`src/rtl/logic_unit_pkg.sv`:
```
// Shared opcode definitions, skid state encoding and the bitwise result function
// for the registered logic unit.
package logic_unit_pkg;

    localparam int unsigned OP_W  = 3;
    localparam int unsigned MAX_W = 64;

    localparam logic [OP_W-1:0] OP_AND  = 3'd0;
    localparam logic [OP_W-1:0] OP_OR   = 3'd1;
    localparam logic [OP_W-1:0] OP_NOT  = 3'd2;
    localparam logic [OP_W-1:0] OP_XOR  = 3'd3;
    localparam logic [OP_W-1:0] OP_NAND = 3'd4;
    localparam logic [OP_W-1:0] OP_NOR  = 3'd5;
    localparam logic [OP_W-1:0] OP_XNOR = 3'd6;
    localparam logic [OP_W-1:0] OP_PASS = 3'd7;

    // Encoding mirrors {skid_v, out_v}
    typedef enum logic [1:0] {
        SKID_EMPTY = 2'b00,
        SKID_FULL1 = 2'b01,
        SKID_FULL2 = 2'b11
    } skid_state_e;

    // Bits above width are forced to zero so callers may truncate freely
    function automatic logic [MAX_W-1:0] lu_eval(
        input logic [OP_W-1:0]  op,
        input logic [MAX_W-1:0] a,
        input logic [MAX_W-1:0] b,
        input int unsigned      width
    );
        logic [MAX_W-1:0] r;
        logic [MAX_W-1:0] mask;
        if (width >= MAX_W) begin
            mask = '1;
        end else begin
            mask = (MAX_W'(1) << width) - MAX_W'(1);
        end
        case (op)
            OP_AND:  r = a & b;
            OP_OR:   r = a | b;
            OP_NOT:  r = ~a;
            OP_XOR:  r = a ^ b;
            OP_NAND: r = ~(a & b);
            OP_NOR:  r = ~(a | b);
            OP_XNOR: r = ~(a ^ b);
            OP_PASS: r = a;
            default: r = a;
        endcase
        return r & mask;
    endfunction

endpackage

```
`src/rtl/logic_unit_skid.sv`:
```
// Generic two-entry skid buffer: an output register plus one skid register,
// with a registered ready that never depends combinationally on ready_i.
module logic_unit_skid
    import logic_unit_pkg::*;
#(
    parameter int unsigned DATA_W = 11
) (
    input  logic              clk_i,
    input  logic              rst_i,
    input  logic [DATA_W-1:0] data_i,
    input  logic              valid_i,
    output logic              ready_o,
    output logic [DATA_W-1:0] data_o,
    output logic              valid_o,
    input  logic              ready_i
);

    skid_state_e       state_q, state_d;
    logic [DATA_W-1:0] out_q, out_d;
    logic [DATA_W-1:0] skid_q, skid_d;
    logic              ready_q, ready_d;
    logic              accept;
    logic              xfer;

    // State and storage registers
    always_ff @(posedge clk_i) begin
        if (rst_i) begin
            state_q <= SKID_EMPTY;
            out_q   <= '0;
            skid_q  <= '0;
            ready_q <= 1'b1;
        end else begin
            state_q <= state_d;
            out_q   <= out_d;
            skid_q  <= skid_d;
            ready_q <= ready_d;
        end
    end

    // Next-state and storage steering
    always_comb begin
        state_d = state_q;
        out_d   = out_q;
        skid_d  = skid_q;
        accept  = valid_i && ready_q;
        xfer    = (state_q != SKID_EMPTY) && ready_i;
        case (state_q)
            SKID_EMPTY: begin
                if (accept) begin
                    out_d   = data_i;
                    state_d = SKID_FULL1;
                end
            end
            SKID_FULL1: begin
                if (accept && !xfer) begin
                    skid_d  = data_i;
                    state_d = SKID_FULL2;
                end else if (accept && xfer) begin
                    out_d   = data_i;
                end else if (xfer) begin
                    state_d = SKID_EMPTY;
                end
            end
            SKID_FULL2: begin
                if (xfer) begin
                    out_d   = skid_q;
                    state_d = SKID_FULL1;
                end
            end
            default: state_d = SKID_EMPTY;
        endcase
        ready_d = (state_d != SKID_FULL2);
    end

    assign ready_o = ready_q;
    assign data_o  = out_q;
    assign valid_o = (state_q != SKID_EMPTY);

endmodule

```
`src/rtl/logic_unit_pipe.sv`:
```
// Registered bitwise logic unit: op decode and flag reduction feed a two-entry
// skid buffer; a wrapping counter tallies accepted transactions.
module logic_unit_pipe
    import logic_unit_pkg::*;
#(
    parameter int unsigned WIDTH = 8,
    parameter int unsigned CNT_W = 16
) (
    input  logic             clk_in,
    input  logic             rst_in,
    input  logic [WIDTH-1:0] a_in,
    input  logic [WIDTH-1:0] b_in,
    input  logic [OP_W-1:0]  op_in,
    input  logic             valid_in,
    output logic             ready_out,
    output logic [WIDTH-1:0] y_out,
    output logic             zero_out,
    output logic             ones_out,
    output logic             parity_out,
    output logic             valid_out,
    input  logic             ready_in,
    output logic [CNT_W-1:0] count_out
);

    localparam int unsigned DATA_W = WIDTH + 3;

    logic [WIDTH-1:0]  result_c;
    logic [DATA_W-1:0] payload_c;
    logic [DATA_W-1:0] out_data;
    logic [CNT_W-1:0]  count_q, count_d;
    logic              accept_c;

    // Flags travel with the result so they stay aligned under back-pressure
    always_comb begin
        result_c  = WIDTH'(lu_eval(op_in, MAX_W'(a_in), MAX_W'(b_in), WIDTH));
        payload_c = {^result_c, &result_c, (result_c == '0), result_c};
    end

    logic_unit_skid #(
        .DATA_W (DATA_W)
    ) u_skid (
        .clk_i   (clk_in),
        .rst_i   (rst_in),
        .data_i  (payload_c),
        .valid_i (valid_in),
        .ready_o (ready_out),
        .data_o  (out_data),
        .valid_o (valid_out),
        .ready_i (ready_in)
    );

    // Accepted-transaction counter, wraps naturally
    assign accept_c = valid_in && ready_out;

    always_comb begin
        count_d = count_q;
        if (accept_c) begin
            count_d = count_q + CNT_W'(1);
        end
    end

    always_ff @(posedge clk_in) begin
        if (rst_in) begin
            count_q <= '0;
        end else begin
            count_q <= count_d;
        end
    end

    assign y_out      = out_data[WIDTH-1:0];
    assign zero_out   = out_data[WIDTH];
    assign ones_out   = out_data[WIDTH+1];
    assign parity_out = out_data[WIDTH+2];
    assign count_out  = count_q;

endmodule

```
`config.mk`:
```
export PLATFORM = sky130hd
export DESIGN_NAME = logic_unit_pipe
export DESIGN_NICKNAME = d
export VERILOG_FILES = /design/src/rtl/logic_unit_pkg.sv /design/src/rtl/logic_unit_skid.sv /design/src/rtl/logic_unit_pipe.sv
export SDC_FILE = /design/constraint.sdc
export NUM_CORES = 1
export LEC_CHECK = 0
export CAP_MARGIN = 30
export CORE_MARGIN = 1.5
export CORE_UTILIZATION = 39
export CTS_CLUSTER_SIZE = 8
export DETAILED_ROUTE_END_ITERATION = 12
export GPL_ROUTABILITY_DRIVEN = 0
export GPL_TIMING_DRIVEN = 0
export HOLD_SLACK_MARGIN = 0.08
export SYNTH_ARGS = -nofsm -noshare
export SYNTH_HDL_FRONTEND = slang
export SYNTH_SLANG_ARGS = --single-unit
```
`constraint.sdc`:
```
create_clock -name clk_in -period 8.35 [get_ports clk_in]
set_clock_uncertainty 0.1 [all_clocks]
set_input_delay 2.0875 -clock clk_in [delete_from_list [all_inputs] [get_ports clk_in]]
set_output_delay 2.0875 -clock clk_in [all_outputs]
set_load 0.01 [all_outputs]
```
After elaboration in Yosys (flattened, before gate mapping)
Cells that the tools add are included.

Memories kept: 0. Register bits: 41. Bits in latches: 0. Input port bits: 23. Logic and storage cells: 53. Memory bits (read-only): 0. Bits in writable memories: 0. Output and inout port bits: 29.

Bitwise logic cells: 7. Multiplexer cells: 12. Shift operators: 0. Div/mod/pow operators: 0. $lt $le $gt $ge: 0. Eq/ne operators: 14. Multiply operators: 0. Reductions and logical operators: 14. Add/subtract/negate cells: 1.

Operators with widths (number): case mux 8 bit (8 select lines) (1); two-way mux 11 bit (4); case mux 11 bit (3 select lines) (1); NOT 8 bit (4); adder 16 x 1 -> 16 bit, second input constant (1); == test 3 bit, second input constant (4); two-way mux 2 bit (5); bitwise AND 8 bit (1); logical NOT 8 bit (1); OR 8 bit (1); AND reduction 8 bit (1); XOR reduction 8 bit (1); XOR 8 bit (1); == test 3 x 2 -> 1 bit, second input constant (2); inequality test 2 bit, second input constant (3); case mux 2 bit (3 select lines) (1); AND reduction 5 bit (1); logical AND 1 bit (4); inequality test 2 x 1 -> 1 bit, second input constant (2); == test 3 x 1 -> 1 bit, second input constant (1); logical NOT 3 bit (1); nonzero test 3 bit (1); == test 2 x 1 -> 1 bit, second input constant (1); == test 2 bit, second input constant (1); 4 further kinds (4).

Longest topological paths before layout
Gate-level depths: netlist of run 1.

Word-level depth: 7. Depth in mapped cells: 12. Depth with buffers taken out: 12.

Hierarchy
From an unflattened synthesis of run 1, not the netlist that was laid out.

Cell total of the unflattened synthesis: 368. Area total of the unflattened synthesis: 2970.3 um2.

By module, submodules not included: logic_unit_pipe (area each 1799.2 um2, cells an instance 225, instances 1); logic_unit_skid (area each 1171.1 um2, cells an instance 143, instances 1).

Worst setup path before layout of run 1
OpenSTA, ideal clock, no wires.

Path type: input to register. Start: in a_in[7]. End: reg u_skid.out_q[10], in the netlist u_skid.data_o[10]. Data required time: 8.122 ns. Path slack: 4.095 ns. Library setup time: 0.128 ns. Stages on the path: 12. Data arrival time: 4.027 ns. Cells stage by stage: inv_1 > ha_1 > mux2_2 > a31oi_1 > a32oi_1 > o2bb2ai_1 > ha_1 > xnor2_1 > xnor2_1 > a211oi_1 > a21oi_1 > nor2_1.

Word-level cells in the longest chain between the ends: 7. Elaborated cells on any way between the ends: 13. Classes of those cells: 5 x mux; 7 x bitwise; 1 x reduce/logical.

RTL lines: start, declared (line logic_unit_pipe.sv:11) `input logic [WIDTH-1:0] a_in,`; XOR 8 bit (tied with other cells) (line logic_unit_pkg.sv:42, logic_unit_pkg.sv:45); NOT 8 bit (on tied branches) (line logic_unit_pkg.sv:45, logic_unit_pkg.sv:43, logic_unit_pkg.sv:44); case mux 8 bit (8 select lines) * (line logic_unit_pkg.sv:38) `case (op)`; XOR reduction 8 bit * (line logic_unit_pipe.sv:36) `payload_c = {^result_c, &result_c, (result_c == '0), result_c};`; two-way mux 11 bit (line logic_unit_skid.sv:58) `end else if (accept && xfer) begin`; two-way mux 11 bit (line logic_unit_skid.sv:55) `if (accept && !xfer) begin`; case mux 11 bit (3 select lines) * (line logic_unit_skid.sv:47) `case (state_q)`; end signal, assigned (line logic_unit_skid.sv:34) `out_q <= out_d;`; end, declared (line logic_unit_skid.sv:19) `logic [DATA_W-1:0] out_q, out_d;`.

Every way passes the cells marked *; elsewhere a longest branch is shown, timed or not. The select of a mux whose other input is x is not followed. A chain may end at the register's enable or synchronous reset.

Worst setup path in the final report of run 1
Ends and elaborated chain as after synthesis.

==> results of run 1 <==
[power by group through the flow]
stage | logic, W | clock network [W] | registers, W
4_1_cts | 0.000126 | 0.000123 | 0.000210
3_5_place_dp | 0.000126 | 0 | 0.000215
5_1_grt | 0.000140 | 0.000128 | 0.000211
6_report | 0.000125 | 0.000120 | 0.000210
3_3_place_gp | 0.000123 | 0 | 0.000214
2_1_floorplan | 0.0000776 | 0 | 0.000217
[stage by stage]
step / area (µm²) / setup slack [ns] / cells
global placement: 3270 / 3.25 / 464
finish: 3340 / 3.43 / 470
floorplan: 2680 / 4.10 / 335
detailed placement: 3270 / 3.17 / 464
CTS: 3340 / 3.47 / 470
global route: 3340 / 3.23 / 470
[metal layers]
layer	GRT usage (%)	vias up	share of wire (%)
met5	0	-	0
met1	23.5	1109	51
met2	26.5	58	44
met3	2.79	7	3.5
met4	5.13	0	1.2
li1	-	1278	-
[worst paths after layout]
| path | from | to | slack [ns] |
|---|---|---|---|
| min reg2reg | u_skid.skid_q[3] | u_skid.skid_q[3] | 0.36 |
| max | a_in[7] | u_skid.data_o[10] | 3.43 |
| max reg2reg | u_skid.ready_o | count_out[12] | 6.48 |
| min | u_skid.skid_q[3] | u_skid.skid_q[3] | 0.36 |
[cell usage in the layout, fill, tap and decap left out, types with 9 or more instances in the layout]
cell type        Yosys  routed
clkdlybuf4s50_1      0      49
a211oi_1            15      15
inv_1               27      27
o21ai_0             15      15
ha_1                25      25
clkbuf_1            15      15
xnor2_1             10      10
dfxtp_1             41      41
a21oi_1             17      17
nor2_1              37      37
nand3_1             11      11
o211ai_1            10      10
nand2_1             19      19
xor2_1               9       9
nor2b_1              9       9
[flip-flops by register name, indices dropped and copies added (netlist names)]
name,cells
u_skid.skid_q,11
u_skid.ready_o,1
u_skid.data_o,11
u_skid.state_q,2
count_out,16
[worst max-delay path, delay by kind of cell]
family          cells  cell delay (ns)
fa+ha+maj           2             0.62
compound gates      5             1.06
simple gates        1             0.08
mux                 1             0.32
xor+xnor            2             0.28
buf+inv             2             0.59
[layout make-up]
cell class	count	area (µm²)	share of cell area (%)
repair buffers	49	490	14.7
multi-input cells	244	1660	49.6
well taps	80	100	2.99
inverters	30	113	3.37
clock inverters	1	5.00	0.150
clock buffers	5	68.8	2.06
plain buffers	20	86.3	2.58
flip-flops and latches	41	821	24.5
[logic make-up after synthesis]
| group | count (synthesis) | synth area share (%) |
|---|---|---|
| adder cells (fa/ha/maj) | 25 | 11.7 |
| multiplexers | 6 | 2.29 |
| XOR/XNOR | 19 | 6.21 |
| AND/OR/NAND/NOR | 114 | 21.6 |
| buffers and inverters | 50 | 7.42 |
| AO/OA/AOI/OAI | 80 | 20.2 |
| flip-flops | 41 | 30.6 |
==> impl_metrics.yaml, run 1 <==
setup_path:
  critical_path.cell_chain: "clkdlybuf4s50_1 -> inv_1 -> ha_1 -> mux2_2 -> a31oi_1 -> a32oi_1 -> o2bb2ai_1 -> ha_1 -> xnor2_1 -> xnor2_1 -> a211oi_1 -> a21oi_1 -> nor2_1"
  crit_type: "input pin to register"
  cp.arrival_ns: 5.04
  worstSetupStartpointType: "input pin"
  r2r_cells: 6
  critical_path.endpoint_type: "register"
  cp.required_ns: 8.47
  cpPeakStageDelay_ns: 0.52
  crit_fanout: 4
  cp_slowest_cell: "clkdlybuf4s50_1"
detailed_routing:
  drtIter0Drc: 99
  vias: 2452
  post_drt_wl_per_cell_um: 12.8
  drt-vias-per-instance: 5.22
  route.detailed.drc: 0
  drt_first_pass_iters: 4
  antenna_left: 0
  finalWirelength_um: 6000
synth:
  synth_edf_count: 0
  synth_common_cells: "dfxtp_1, nor2_1, inv_1"
  yosysWarnings: 0
  syn_avg_cell_area_um2: 8.00
  synth_nets: 383
  synth_cells: 335
  async_flop_share_pct: 0
  syn_area_um2: 2680
  synthTopCellsByArea: "dfxtp_1, ha_1, nor2_1"
  synth.distinct_cells: 48
  synth-seq-cells: 41
  yosys_most_used_dff: "dfxtp_1"
  yosysMostFrequentCell: "dfxtp_1"
  synth_top_area_share_pct: 30.6
  yosysSeqAreaShare_pct: 30.6
  yosysTopAreaCell: "dfxtp_1"
clock_tree:
  clk_pin_slew_ns: 0.08
  cts_buffers: 5
  ctsHoldBuffers: 0
  clock_path_buffers: 2
  post_cts_resized: 0
  h-tree-depth: 2
  cts_tree: "done"
  cts_setup_buffers: 0
  root_buffer: "clkbuf_8"
  clock-sinks: 41
  clk_latency_ns: 0.29
timing:
  setup_tns_ns: 0
  holdWs_ns: 0.357
  period_needed_ns: 4.92
  grt_setup_unrepaired: "false"
  setup_viol: 0
  relSlewSlack_pct: 55.4
  final_hold_viol_count: 0
  timing.fmax_mhz: 203
  finalCritPeriodShare_pct: 58.9
  slew_viol_final: 0
  tightest_slew_ns: 0.663
grt:
  grt_overflow: 0
  grt_use_total_pct: 16.8
  grt_pass1_vias: 2149
  grt_pass1_wl_um: 10000
  antenna_found_initial: 0
  grt_start_max_net_pins: 12
floorplan:
  pin_count: 52
  die-area_um2: 7380
  core_um2: 6720
  start_util_pct: 39.9
  fp.dieH_um: 85.9
  die_w_um: 85.9
  rows: 30
finish:
  num-fill-cells: 688
  area_delta_synth_final_pct: 24.8
  drive_above_1_share_pct: 4.87
  finish.utilization_pct: 49.8
  nNetsFinal: 439
  diodes: 0
pwr:
  pwr-share-clk_pct: 26.3
  power_density_nw_per_um2: 136
  power_frac_seq_pct: 46.2
  ir_drop_uv: 59.3
  combPwrFrac_pct: 27.5
  power.leakage_nw: 1.34
  intPower_w: 0.000320
  total_power_w: 0.000455
  p_switching_w: 0.000135
  switching_share_pct: 29.7
place:
  portBuffers: 49
  dp_hpwl_um: 4690
hold_path:
  hold_path.class: "register to register"
  hold-path-cell-count: 2
run:
  maxCapViolCount: 0
run_status:
  outcome: "completed"
Note: power is estimated with default switching activity, not from simulation.
==> run 2: changes to the inputs <==
- clock period: 8.35 -> 5.14 ns (I/O delays scaled with it)
==> results of run 2 <==
The final DEF is identical to that of run 1. Status: completed.
Among the figures that moved: setup slack after placement 3.17 ns -> 0.765 ns; setup slack after layout 3.43 ns -> 1.02 ns; register-to-register setup slack 6.48 ns -> 3.27 ns; total power 0.000455 W -> 0.000738 W; worst IR drop on VDD 59.3 µV -> 96.4 µV
